==> src/rtl/memory_ctrl_pkg.sv <==
// Shared types for memory_ctrl: sequencer state encoding and byte-lane width.
package memory_ctrl_pkg;

  typedef enum logic {
    ST_CLEAR = 1'b0,
    ST_IDLE  = 1'b1
  } state_e;

  localparam int BYTE_W = 8;

endpackage

==> src/rtl/memory_ctrl_mem_read_pipe.sv <==
// Read-return delay line: DEPTH register stages carrying {valid, data}.
// Each stage's data only loads with valid, so the output holds its last value.
module mem_read_pipe #(
  parameter int DEPTH      = 1,
  parameter int DATA_WIDTH = 16
) (
  input  logic                  clk,
  input  logic                  rst_n,
  input  logic                  valid_i,
  input  logic [DATA_WIDTH-1:0] data_i,
  output logic                  valid_o,
  output logic [DATA_WIDTH-1:0] data_o
);

  logic [DEPTH-1:0]      valid_q;
  logic [DATA_WIDTH-1:0] data_q [DEPTH];

  always_ff @(posedge clk or negedge rst_n) begin
    if (!rst_n) begin
      valid_q <= '0;
      for (int i = 0; i < DEPTH; i++) data_q[i] <= '0;
    end else begin
      valid_q[0] <= valid_i;
      if (valid_i) data_q[0] <= data_i;
      for (int i = 1; i < DEPTH; i++) begin
        valid_q[i] <= valid_q[i-1];
        if (valid_q[i-1]) data_q[i] <= data_q[i-1];
      end
    end
  end

  assign valid_o = valid_q[DEPTH-1];
  assign data_o  = data_q[DEPTH-1];

endmodule

==> src/rtl/memory_ctrl.sv <==
// Single-port byte-writable RAM with req/ready handshake, clear sequencer
// over the low CLEAR_DEPTH words, and a 1- or 2-stage registered read path.
module memory_ctrl
  import memory_ctrl_pkg::*;
#(
  parameter     FILE_NAME    = "mem_init.mif",
  parameter int ADDR_WIDTH   = 6,
  parameter int DATA_WIDTH   = 16,
  parameter int CLEAR_DEPTH  = 8,
  parameter int READ_LATENCY = 1
) (
  input  logic                    clk,
  input  logic                    rst_n,
  input  logic                    req,
  input  logic                    we,
  input  logic [ADDR_WIDTH-1:0]   addr,
  input  logic [DATA_WIDTH-1:0]   wdata,
  input  logic [DATA_WIDTH/8-1:0] be,
  input  logic                    clr,
  output logic                    ready,
  output logic                    busy,
  output logic                    rvalid,
  output logic [DATA_WIDTH-1:0]   rdata
);

  localparam int DEPTH = 2 ** ADDR_WIDTH;
  localparam int NB    = DATA_WIDTH / BYTE_W;
  localparam logic [ADDR_WIDTH-1:0] CLR_LAST = ADDR_WIDTH'(CLEAR_DEPTH - 1);
  // FILE_NAME only feeds the synthesis init attribute below.
  localparam int UNUSED_FILE_NAME_BITS = $bits(FILE_NAME);

  (* ram_init_file = FILE_NAME *)
  logic [DATA_WIDTH-1:0] mem [DEPTH];

  state_e                state_q;
  logic                  busy_q;
  logic [ADDR_WIDTH-1:0] cnt_q;
  logic                  acc_wr;
  logic                  acc_rd;

  assign ready  = (state_q == ST_IDLE) && !clr;
  assign acc_wr = req && ready && we;
  assign acc_rd = req && ready && !we;
  assign busy   = busy_q;

  always_ff @(posedge clk or negedge rst_n) begin
    if (!rst_n) begin
      state_q <= (CLEAR_DEPTH == 0) ? ST_IDLE : ST_CLEAR;
      busy_q  <= (CLEAR_DEPTH != 0);
      cnt_q   <= '0;
    end else begin
      case (state_q)
        ST_CLEAR: begin
          if (cnt_q == CLR_LAST) begin
            state_q <= ST_IDLE;
            busy_q  <= 1'b0;
            cnt_q   <= '0;
          end else begin
            cnt_q <= cnt_q + 1'b1;
          end
        end
        ST_IDLE: begin
          if (clr && (CLEAR_DEPTH != 0)) begin
            state_q <= ST_CLEAR;
            busy_q  <= 1'b1;
          end
        end
        default: begin
          state_q <= ST_IDLE;
          busy_q  <= 1'b0;
        end
      endcase
    end
  end

  // Array has no reset; the rst_n gate keeps reset from scrubbing mem[0].
  always_ff @(posedge clk) begin
    if (rst_n && (state_q == ST_CLEAR)) begin
      mem[cnt_q] <= '0;
    end else if (acc_wr) begin
      for (int i = 0; i < NB; i++) begin
        if (be[i]) mem[addr][i*BYTE_W +: BYTE_W] <= wdata[i*BYTE_W +: BYTE_W];
      end
    end
  end

  mem_read_pipe #(
    .DEPTH      (READ_LATENCY),
    .DATA_WIDTH (DATA_WIDTH)
  ) u_read_pipe (
    .clk     (clk),
    .rst_n   (rst_n),
    .valid_i (acc_rd),
    .data_i  (mem[addr]),
    .valid_o (rvalid),
    .data_o  (rdata)
  );

endmodule

==> config.mk <==
export PLATFORM = sky130hd
export DESIGN_NAME = memory_ctrl
export DESIGN_NICKNAME = d
export VERILOG_FILES = /design/src/rtl/memory_ctrl_pkg.sv /design/src/rtl/memory_ctrl_mem_read_pipe.sv /design/src/rtl/memory_ctrl.sv
export SDC_FILE = /design/constraint.sdc
export NUM_CORES = 1
export LEC_CHECK = 0
export BUFFER_PORTS_ARGS = -buffer_cell sky130_fd_sc_hd__buf_2
export CAP_MARGIN = 25
export CORE_ASPECT_RATIO = 0.75
export CORE_MARGIN = 3
export CORE_UTILIZATION = 51
export CTS_CLUSTER_DIAMETER = 40
export DETAILED_ROUTE_END_ITERATION = 8
export PLACE_DENSITY = 0.67
export SLEW_MARGIN = 10
export SYNTH_ARGS = -nofsm -noshare
export SYNTH_HDL_FRONTEND = slang
export SYNTH_SLANG_ARGS = --single-unit
==> constraint.sdc <==
create_clock -name clk -period 3.3 [get_ports clk]
set_clock_uncertainty 0.1 [all_clocks]
set_input_delay 0 -clock clk [delete_from_list [all_inputs] [get_ports clk]]
set_output_delay 0 -clock clk [all_outputs]
set_load 0.005 [all_outputs]
==> flow_metrics.env, run 1 <==
export IMPL_switchingPower_mw=7.37
export IMPL_synthDistinctLibCells=41
export IMPL_rsz0062_at_grt="yes"
export IMPL_first_pass_iters=6
export IMPL_grt_pass1_vias=21200
export IMPL_coreArea_um2=79300
export IMPL_die_area_um2=84000
export IMPL_cp_max_fo=11
export IMPL_leakage_nw=17.3
export IMPL_dp_hpwl_mm=62.6
export IMPL_globalRouteMet2Util_pct=32.3
export IMPL_synthCells=2100
export IMPL_grt_pass1_wl_mm=143
export IMPL_fin_crit_sh_pct=96.3
export IMPL_vias_per_cell=6.09
export IMPL_busiest_layer="met1"
export IMPL_timing_fmax_mhz=315
export IMPL_switching_share_pct=23.7
export IMPL_place_area_um2=43700
export IMPL_critical_path_arrival_ps=3390
export IMPL_crit_path_start_kind="flop"
export IMPL_powerDensity_nw_per_um2=650
export IMPL_maxCapViolations=0
export IMPL_hp_class="in -> reg"
export IMPL_rows=89
export IMPL_clk_pin_slew_ps=60
export IMPL_seq_power_share_pct=49.2
export IMPL_p_int_mw=23.7
export IMPL_fillers=5630
export IMPL_tns_ps=0
export IMPL_wl_per_cell_um=27.9
export IMPL_cts_buffers=115
export IMPL_finalWorstPathRequiredPeriod_ps=3180
export IMPL_synth_area_leaders="edfxtp_1, mux4_2, mux2i_1, a22oi_1, dfrtp_1"
export IMPL_yosysWarnings=0
export IMPL_postSynthAreaPerCell_um2=19.6
export IMPL_clock_sinks=1049
export IMPL_ant_nets=0
export IMPL_met1_usage_pct=36.8
export IMPL_io_buffer_count=47
export IMPL_regToRegSetupSlack_ps=120
export IMPL_syn_nets=2130
export IMPL_route_detailed_drc=0
export IMPL_chipHeight_um=252
export IMPL_synth_seq_cells=1049
export IMPL_maxSlewViolCount=0
export IMPL_area_growth_pct=16.5
export IMPL_initial_core_util_pct=51.8
export IMPL_cts_tree="yes"
export IMPL_ir_drop_mv=0.368
export IMPL_power_frac_comb_pct=9.0
export IMPL_wl_mm=97.5
export IMPL_synth_ff_type="edfxtp_1"
export IMPL_yosysSeqAreaShare_pct=76.4
export IMPL_htree_levels=3
export IMPL_globalRouteMet3Util_pct=7.63
export IMPL_worst_slew_pin_slew_ps=837
export IMPL_cpPeakStageDelay_ps=600
export IMPL_crit_path_end_kind="flop"
export IMPL_synth_edf_count=1024
export IMPL_synth_async_sr_flop_share_pct=2.38
export IMPL_place_gp_congestion=0.861
export IMPL_final_util_pct=60.3
export IMPL_postCtsSetupBuffers=0
export IMPL_die_w_um=334
export IMPL_netlist_area_um2=41100
export IMPL_hold_viol=0
export IMPL_p_clk_share_pct=41.8
export IMPL_synth_top_cell_area_share_pct=74.8
export IMPL_stdcell_area_um2=47800
export IMPL_crit_type="reg -> reg"
export IMPL_setup_viol=0
export IMPL_boundaryPins=48
export IMPL_antenna_found_initial=3
export IMPL_vias=21300
export IMPL_grt_max_degree=71
export IMPL_status="finished clean"
export IMPL_drive_gt1_share_pct=26.3
export IMPL_slew_headroom_pct=42.8
export IMPL_insertion_delay_ps=690
export IMPL_crit_required_ps=3510
export IMPL_worstPathCellList="and4b_2, o21a_1, buf_4, mux2i_1, nor2_1, nand2b_1, buf_4, nor2_1"
export IMPL_first_iter_violations=3120
export IMPL_slowest_stage="nor2_1"
export IMPL_nets=2382
export IMPL_overflow=0
export IMPL_synth_top_area_cell="edfxtp_1"
export IMPL_grt_total_usage_pct=23.4
export IMPL_clockBufferDepth=3
export IMPL_cts_root_buf="clkbuf_16"
cell type report:
| class | count | area [µm²] | share of cell area, % |
|---|---|---|---|
| diodes | 2 | 5.00 | 0.0105 |
| clock buffers | 149 | 3210 | 6.71 |
| clock inverters | 68 | 728 | 1.52 |
| inverters | 1 | 3.75 | 0.00785 |
| multi-input cells | 924 | 9160 | 19.2 |
| flip-flops and latches | 1049 | 31400 | 65.6 |
| well taps | 1046 | 1310 | 2.74 |
| repair buffers | 261 | 2050 | 4.28 |
worst max-delay path: cells and delay by family, from the launching register on:
kind                   cells  cell delay [ps]
buffers and inverters      2              460
flip-flops                 1              350
multiplexers               1              110
AND/OR/NAND/NOR            4             1520
AO/OA/AOI/OAI              1              240
sequential cells by signal, summed over array words and instances, names as in the netlist:
name and count:
busy 1, mem 1024, cnt_q 6, u_read_pipe.valid_o 1, state_q 1, u_read_pipe.data_o 16
cell families after synthesis:
| group | synth area share (%) |
|---|---|
| buffers and inverters | 1.49 |
| XOR/XNOR | 0.0853 |
| AO/OA/AOI/OAI | 4.26 |
| flip-flops | 76.4 |
| multiplexers | 14.5 |
| AND/OR/NAND/NOR | 3.32 |
| adder cells (fa/ha/maj) | 0.0304 |
worst paths after layout:
| kind | start | to | cells past startpoint |
|---|---|---|---|
| min | wdata[11] | mem[45][11] | 3 |
| min reg2reg | busy | busy | 2 |
| max reg2reg | state_q | mem[4][13] | 8 |
| min in group asynchronous | rst_n | u_read_pipe.data_o[6] | 4 |
| max in group asynchronous | rst_n | busy | 4 |
| max | state_q | mem[4][13] | 8 |
cells in the mapped netlist, types with 2 or more instances:
library cell  number
a221o_1           16
buf_1              9
or2_2              3
and2_1            17
nand4b_1           2
xor2_1             2
xnor2_1            2
mux2i_1          210
o21ai_0           23
nor2b_1           37
nand2_1           35
dfrtp_1           24
mux4_2           152
buf_6              6
mux4_1             8
a21oi_1            5
edfxtp_1        1024
nor3_1            18
nand3_1           18
a22oi_1           80
nor2_1           143
buf_4              2
a31oi_1           16
a22o_1            16
o211ai_1          16
buf_2             57
nand2b_1          14
a211oi_1          32
nand3b_1           4
o22ai_1           16
a2111oi_0         16
mux2_2            18
clkbuf_1          51
timing repair:
action                     in CTS  in global routing
setup endpoints to repair       0                202
hold endpoints to repair      259                  0
hold buffers                   13                  0
resized for setup               0                 11
power groups by stage:
| stage | clock network, mW | logic [mW] | registers (mW) |
|---|---|---|---|
| after detailed placement | 0 | 2.73 | 15.6 |
| final | 13.0 | 2.80 | 15.3 |
| after global routing | 13.8 | 2.96 | 15.3 |
| after floorplan | 0 | 1.48 | 15.4 |
| after global placement | 0 | 2.68 | 15.5 |
| after CTS | 13.2 | 2.75 | 15.3 |
cell usage in the layout (no fill, tap or decap), types with 32 or more instances in the layout:
cell type  count
clkbuf_16    119
nand2_1       35
buf_4        189
a22oi_1       80
nor2_1       132
buf_2         44
edfxtp_1    1024
nor2b_1       35
mux2i_1      210
a211oi_1      32
mux4_2       152
routing by layer:
metal,routed length [µm],part of all wire [%],up-vias
li1,-,-,9141
met1,42800,44,10900
met2,41500,43,1128
met3,11700,12,121
met4,1460,1.5,0
met5,0,0,-
metrics by stage:
step	std cells	power, mW	hold WS (ps)	setup slack, ps
5_1_grt	3498	32.1	45.7	-34.9
3_5_place_dp	3268	18.3	101	32.4
3_3_place_gp	3268	18.2	100	143
2_1_floorplan	2100	16.9	-396	419
4_1_cts	3498	31.2	35.2	24.4
6_report	3500	31.1	59.0	123
No activity file was read; power rests on OpenSTA's default activity.
==> run 2: changes to the inputs <==
Clock period 3.3 ns to 4.13 ns, I/O delays scaled along.
==> flow_metrics.env, run 2 (synthesis gave the netlist of run 1 again) <==
export IMPL_crit_path_start_kind="flop"
export IMPL_die_w_um=334
export IMPL_grt_pass1_vias=20900
export IMPL_powerDensity_nw_per_um2=508
export IMPL_critical_path_arrival_ps=4040
export IMPL_htree_levels=3
export IMPL_wl_per_cell_um=28.4
export IMPL_slew_headroom_pct=38.9
export IMPL_postCtsSetupBuffers=0
export IMPL_place_area_um2=43100
export IMPL_ir_drop_mv=0.338
export IMPL_status="finished clean"
export IMPL_clock_sinks=1049
export IMPL_first_pass_iters=6
export IMPL_ant_nets=0
export IMPL_timing_rr_start="state_q"
export IMPL_boundaryPins=48
export IMPL_leakage_nw=16.7
export IMPL_cp_max_fo=21
export IMPL_wl_mm=96.6
export IMPL_cts_root_buf="clkbuf_16"
export IMPL_fillers=5607
export IMPL_maxCapViolations=0
export IMPL_grt_max_degree=81
export IMPL_crit_required_ps=4340
export IMPL_antenna_found_initial=5
export IMPL_crit_type="reg -> reg"
export IMPL_cts_buffers=110
export IMPL_clockBufferDepth=3
export IMPL_nets=2297
export IMPL_clk_pin_slew_ps=60
export IMPL_grt_total_usage_pct=23.2
export IMPL_cts_tree="yes"
export IMPL_rsz0062_at_grt="no"
export IMPL_grt_pass1_wl_mm=142
export IMPL_hold_ws_ps=5.08
export IMPL_fin_crit_sh_pct=92.9
export IMPL_initial_core_util_pct=51.8
export IMPL_finalWorstPathRequiredPeriod_ps=3840
export IMPL_final_common_cell="edfxtp_1"
export IMPL_chipHeight_um=252
export IMPL_layout_common_cells="edfxtp_1, mux2i_1, mux4_2, nor2_1, clkbuf_16"
export IMPL_insertion_delay_ps=690
export IMPL_hp_class="in -> reg"
export IMPL_vias_per_cell=6.19
export IMPL_hold_viol=0
export IMPL_overflow=0
export IMPL_dp_hpwl_mm=62.3
export IMPL_io_buffer_count=47
export IMPL_maxSlewViolCount=0
export IMPL_stdcell_area_um2=46800
export IMPL_setup_worst_path_start="state_q"
export IMPL_hp_start="wdata[11]"
export IMPL_worst_slew_pin_slew_ps=917
export IMPL_area_growth_pct=14.0
export IMPL_coreArea_um2=79300
export IMPL_largest_reg_flops=1024
export IMPL_total_power_mw=23.8
export IMPL_route_detailed_drc=0
export IMPL_regMostFlops="mem"
export IMPL_rows=89
export IMPL_crit_path_end_kind="flop"
export IMPL_place_gp_congestion=0.889
export IMPL_vias=21100
export IMPL_first_iter_violations=2593
export IMPL_tns_ps=0
export IMPL_die_area_um2=84000
export IMPL_setup_viol=0
export IMPL_timing_fmax_mhz=261
export IMPL_drive_gt1_share_pct=22.5
## run 2: what timing repair did
action                                 4_1_cts  5_1_grt
endpoints found under the hold margin      300       17
hold buffers                                15        2
resized for setup                            0        0
## run 2: per-stage QoR
step | setup WS, ps | instances | utilization, %
6_report | 295 | 3409 | 59.1
5_1_grt | 57.3 | 3408 | 59.1
4_1_cts | 359 | 3405 | 59.0
3_5_place_dp | 380 | 3183 | 54.4
3_3_place_gp | 477 | 3181 | 54.3
2_1_floorplan | 1250 | 2100 | -
## run 2: layer usage
metal / GRT usage, % / part of all wire, % / vias to the layer above
met2: 32.2 / 43 / 1055
met3: 6.45 / 12 / 128
li1: - / - / 8955
met1: 37.0 / 44 / 11000
met4: 4.88 / 1.6 / 2
met5: 0 / 0.013 / -
## run 2: path summary, 6_finish.rpt
path / end / slack, ps / cells past startpoint
max: mem[0][6] / 290 / 6
max reg2reg: mem[0][6] / 290 / 6
min reg2reg: busy / 410 / 2
min in group asynchronous: cnt_q[3] / 690 / 4
min: mem[8][11] / 5 / 2
max in group asynchronous: busy / 2880 / 4
## run 2: layout make-up
type	count	area (µm²)	area share [%]
diodes	1	2.50	0.00534
clock buffers	128	2830	6.04
clock inverters	79	697	1.49
inverters	1	3.75	0.00801
multi-input cells	924	9140	19.5
flip-flops and latches	1049	31400	67.0
well taps	1046	1310	2.79
repair buffers	181	1480	3.17
## run 2: report_power, final
group          switching [mW]  leakage (nW)  internal, mW
combinational            1.39          4.18         0.649
sequential              0.264          10.8          12.0
clock                    4.18          1.72          5.36
total                    5.83          16.7          18.0
## run 2: worst max-delay path: stages (launching register included)
cell and delay [ps]:
dfrtp_1 360, and4b_1 390, o21a_1 660, mux2_2 440
nor2_1 420, nand2b_1 400, nor2_1 700
==> run 3: changes to the inputs <==
Settings changed: ABC_AREA set to 1.
==> flow_metrics.env, run 3 <==
export IMPL_crit_type="reg -> reg"
export IMPL_final_util_pct=58.8
export IMPL_setup_worst_path_start="state_q"
export IMPL_powerDensity_nw_per_um2=509
export IMPL_maxCapViolations=0
export IMPL_fin_crit_sh_pct=87.6
export IMPL_yosysSeqAreaShare_pct=73.2
export IMPL_clk_pin_slew_ps=70
export IMPL_synth_top_area_cell="edfxtp_1"
export IMPL_synth_ff_type="edfxtp_1"
export IMPL_place_ws_ps=757
export IMPL_leakage_nw=18.3
export IMPL_crit_path_end_kind="flop"
export IMPL_initial_core_util_pct=51.8
export IMPL_worst_slew_pin_slew_ps=969
export IMPL_first_iter_violations=3611
export IMPL_wl_mm=110
export IMPL_maxSlewViolCount=0
export IMPL_synthCells=3747
export IMPL_layout_common_cells="nand2_1, edfxtp_1, nand3_1, nor2_1, clkbuf_16"
export IMPL_crit_path_start_kind="flop"
export IMPL_grt_max_degree=200
export IMPL_chipHeight_um=257
export IMPL_cts_root_buf="clkbuf_16"
export IMPL_yosysWarnings=0
export IMPL_antenna_found_initial=3
export IMPL_postSynthAreaPerCell_um2=11.4
export IMPL_drive_gt1_share_pct=9.59
export IMPL_hold_viol=0
export IMPL_boundaryPins=48
export IMPL_timing_rr_start="state_q"
export IMPL_ctsHoldBuffers=18
export IMPL_crit_required_ps=4340
export IMPL_postCtsSetupBuffers=0
export IMPL_route_detailed_drc=0
export IMPL_synth_top_cell_area_share_pct=71.7
export IMPL_place_inst=4760
export IMPL_fillers=6536
export IMPL_rsz0062_at_grt="no"
export IMPL_clock_sinks=1049
export IMPL_critical_path_arrival_ps=3830
export IMPL_grt_pass1_vias=26100
export IMPL_final_common_cell="nand2_1"
export IMPL_hp_start="wdata[9]"
export IMPL_setup_ws_ps=514
export IMPL_regMostFlops="mem"
export IMPL_netlist_area_um2=42900
export IMPL_ant_nets=0
export IMPL_synth_async_sr_flop_share_pct=2.38
export IMPL_setup_viol=0
export IMPL_htree_levels=3
export IMPL_insertion_delay_ps=690
export IMPL_largest_reg_flops=1024
export IMPL_first_pass_iters=6
export IMPL_overflow=0
export IMPL_post_cts_resized=0
export IMPL_die_w_um=341
export IMPL_dp_hpwl_mm=66.1
export IMPL_die_area_um2=87600
export IMPL_grt_pass1_wl_mm=166
export IMPL_syn_nets=3777
export IMPL_ir_drop_mv=0.416
export IMPL_synth_most_common_cell="nand2_1"
export IMPL_clockBufferDepth=3
export IMPL_synth_edf_count=1024
export IMPL_grt_total_usage_pct=25.0
export IMPL_timing_fmax_mhz=277
export IMPL_synth_area_leaders="edfxtp_1, nand2_1, nand3_1, clkbuf_1, dfrtp_1"
export IMPL_antenna_cells=0
export IMPL_place_gp_congestion=0.868
export IMPL_synth_seq_cells=1049
export IMPL_total_power_mw=24.8
export IMPL_status="finished clean"
export IMPL_synthDistinctLibCells=26
export IMPL_fin_cells=4986
export IMPL_synthTopCellsByCount="nand2_1, edfxtp_1, nand3_1"
export IMPL_slew_headroom_pct=35.4
export IMPL_vias_per_cell=5.68
export IMPL_tns_ps=0
export IMPL_area_growth_pct=13.4
export IMPL_nets=3804
export IMPL_hp_class="in -> reg"
export IMPL_io_buffer_count=47
export IMPL_coreArea_um2=82800
export IMPL_rows=91
export IMPL_cp_max_fo=13
export IMPL_wl_per_cell_um=22.1
export IMPL_cts_buffers=109
export IMPL_cts_tree="yes"
export IMPL_finalWorstPathRequiredPeriod_ps=3620
export IMPL_vias=28300
[run 3: cell types whose count changed after synthesis, moves of 20 or more]
cell      previous run  this run
mux4_2             152         0
buf_2               57         1
a22oi_1             80         0
mux2i_1            210         0
nand3_1             18       931
buf_1                9        33
o21ai_0             23         3
inv_1                1        36
nor2b_1             37         0
nand2_1             35      1298
a211oi_1            32         0
clkbuf_1            51       202
[run 3: power by group]
group / internal [mW] / total (mW) / switching (mW)
Combinational: 0.565 / 2.34 / 1.78
Sequential: 12.0 / 12.1 / 0.148
Clock: 6.01 / 10.3 / 4.29
[run 3: per-layer routing]
layer  vias to the layer above  wire length (µm)  global-route usage, %
li1                      13200                 -                      -
met1                     13600             47400                   38.1
met2                      1406             48900                   36.8
met3                       142             11900                   6.02
met4                         4              2030                   5.47
met5                         -                27                      0
[run 3: kinds of logic after synthesis]
kind of cell               synth area share (%)
DFF                                        73.2
and+or+nand+nor                            24.1
adders and majority gates                0.0292
xor gates and xnor gates                 0.0409
AOI/OAI and AO/OA                         0.231
buffers and inverters                      2.46
[run 3: final timing paths]
kind / to / slack, ps / cells past startpoint
setup / recovery: mem[34][12] / 510 / 10
hold / removal: mem[52][9] / 20 / 4
setup reg to reg: mem[34][12] / 510 / 10
hold reg to reg: u_read_pipe.data_o[14] / 370 / 2
max in group asynchronous: u_read_pipe.data_o[3] / 3090 / 4
min in group asynchronous: state_q / 420 / 4
[run 3: cell type report]
type / instances / area, µm² / share of cell area [%]
Tap cell: 1116 / 1400 / 2.87
Inverter: 42 / 175 / 0.360
Multi-Input combinational cell: 2419 / 10600 / 21.8
Clock buffer: 121 / 2770 / 5.70
Timing Repair Buffer: 153 / 1280 / 2.63
Clock inverter: 86 / 1050 / 2.16
Sequential cell: 1049 / 31400 / 64.5
[run 3: stage by stage]
| step | cell area (µm²) | hold slack (ps) |
|---|---|---|
| after floorplan | 42900 | -396 |
| after global placement | 44600 | 20.5 |
| after detailed placement | 44600 | 22.5 |
| after CTS | 48600 | 9.43 |
| after global routing | 48600 | 50.5 |
| final | 48600 | 16.1 |
[run 3: critical path, cell delays in order, from the launching register on]
cell	delay [ps]
dfrtp_1	460
inv_2	100
nor2_4	110
nand2_2	80
nor2_4	180
o21ai_4	190
o21ai_1	260
nand2_1	170
nor2_2	690
nand2_1	200
nor2_1	680
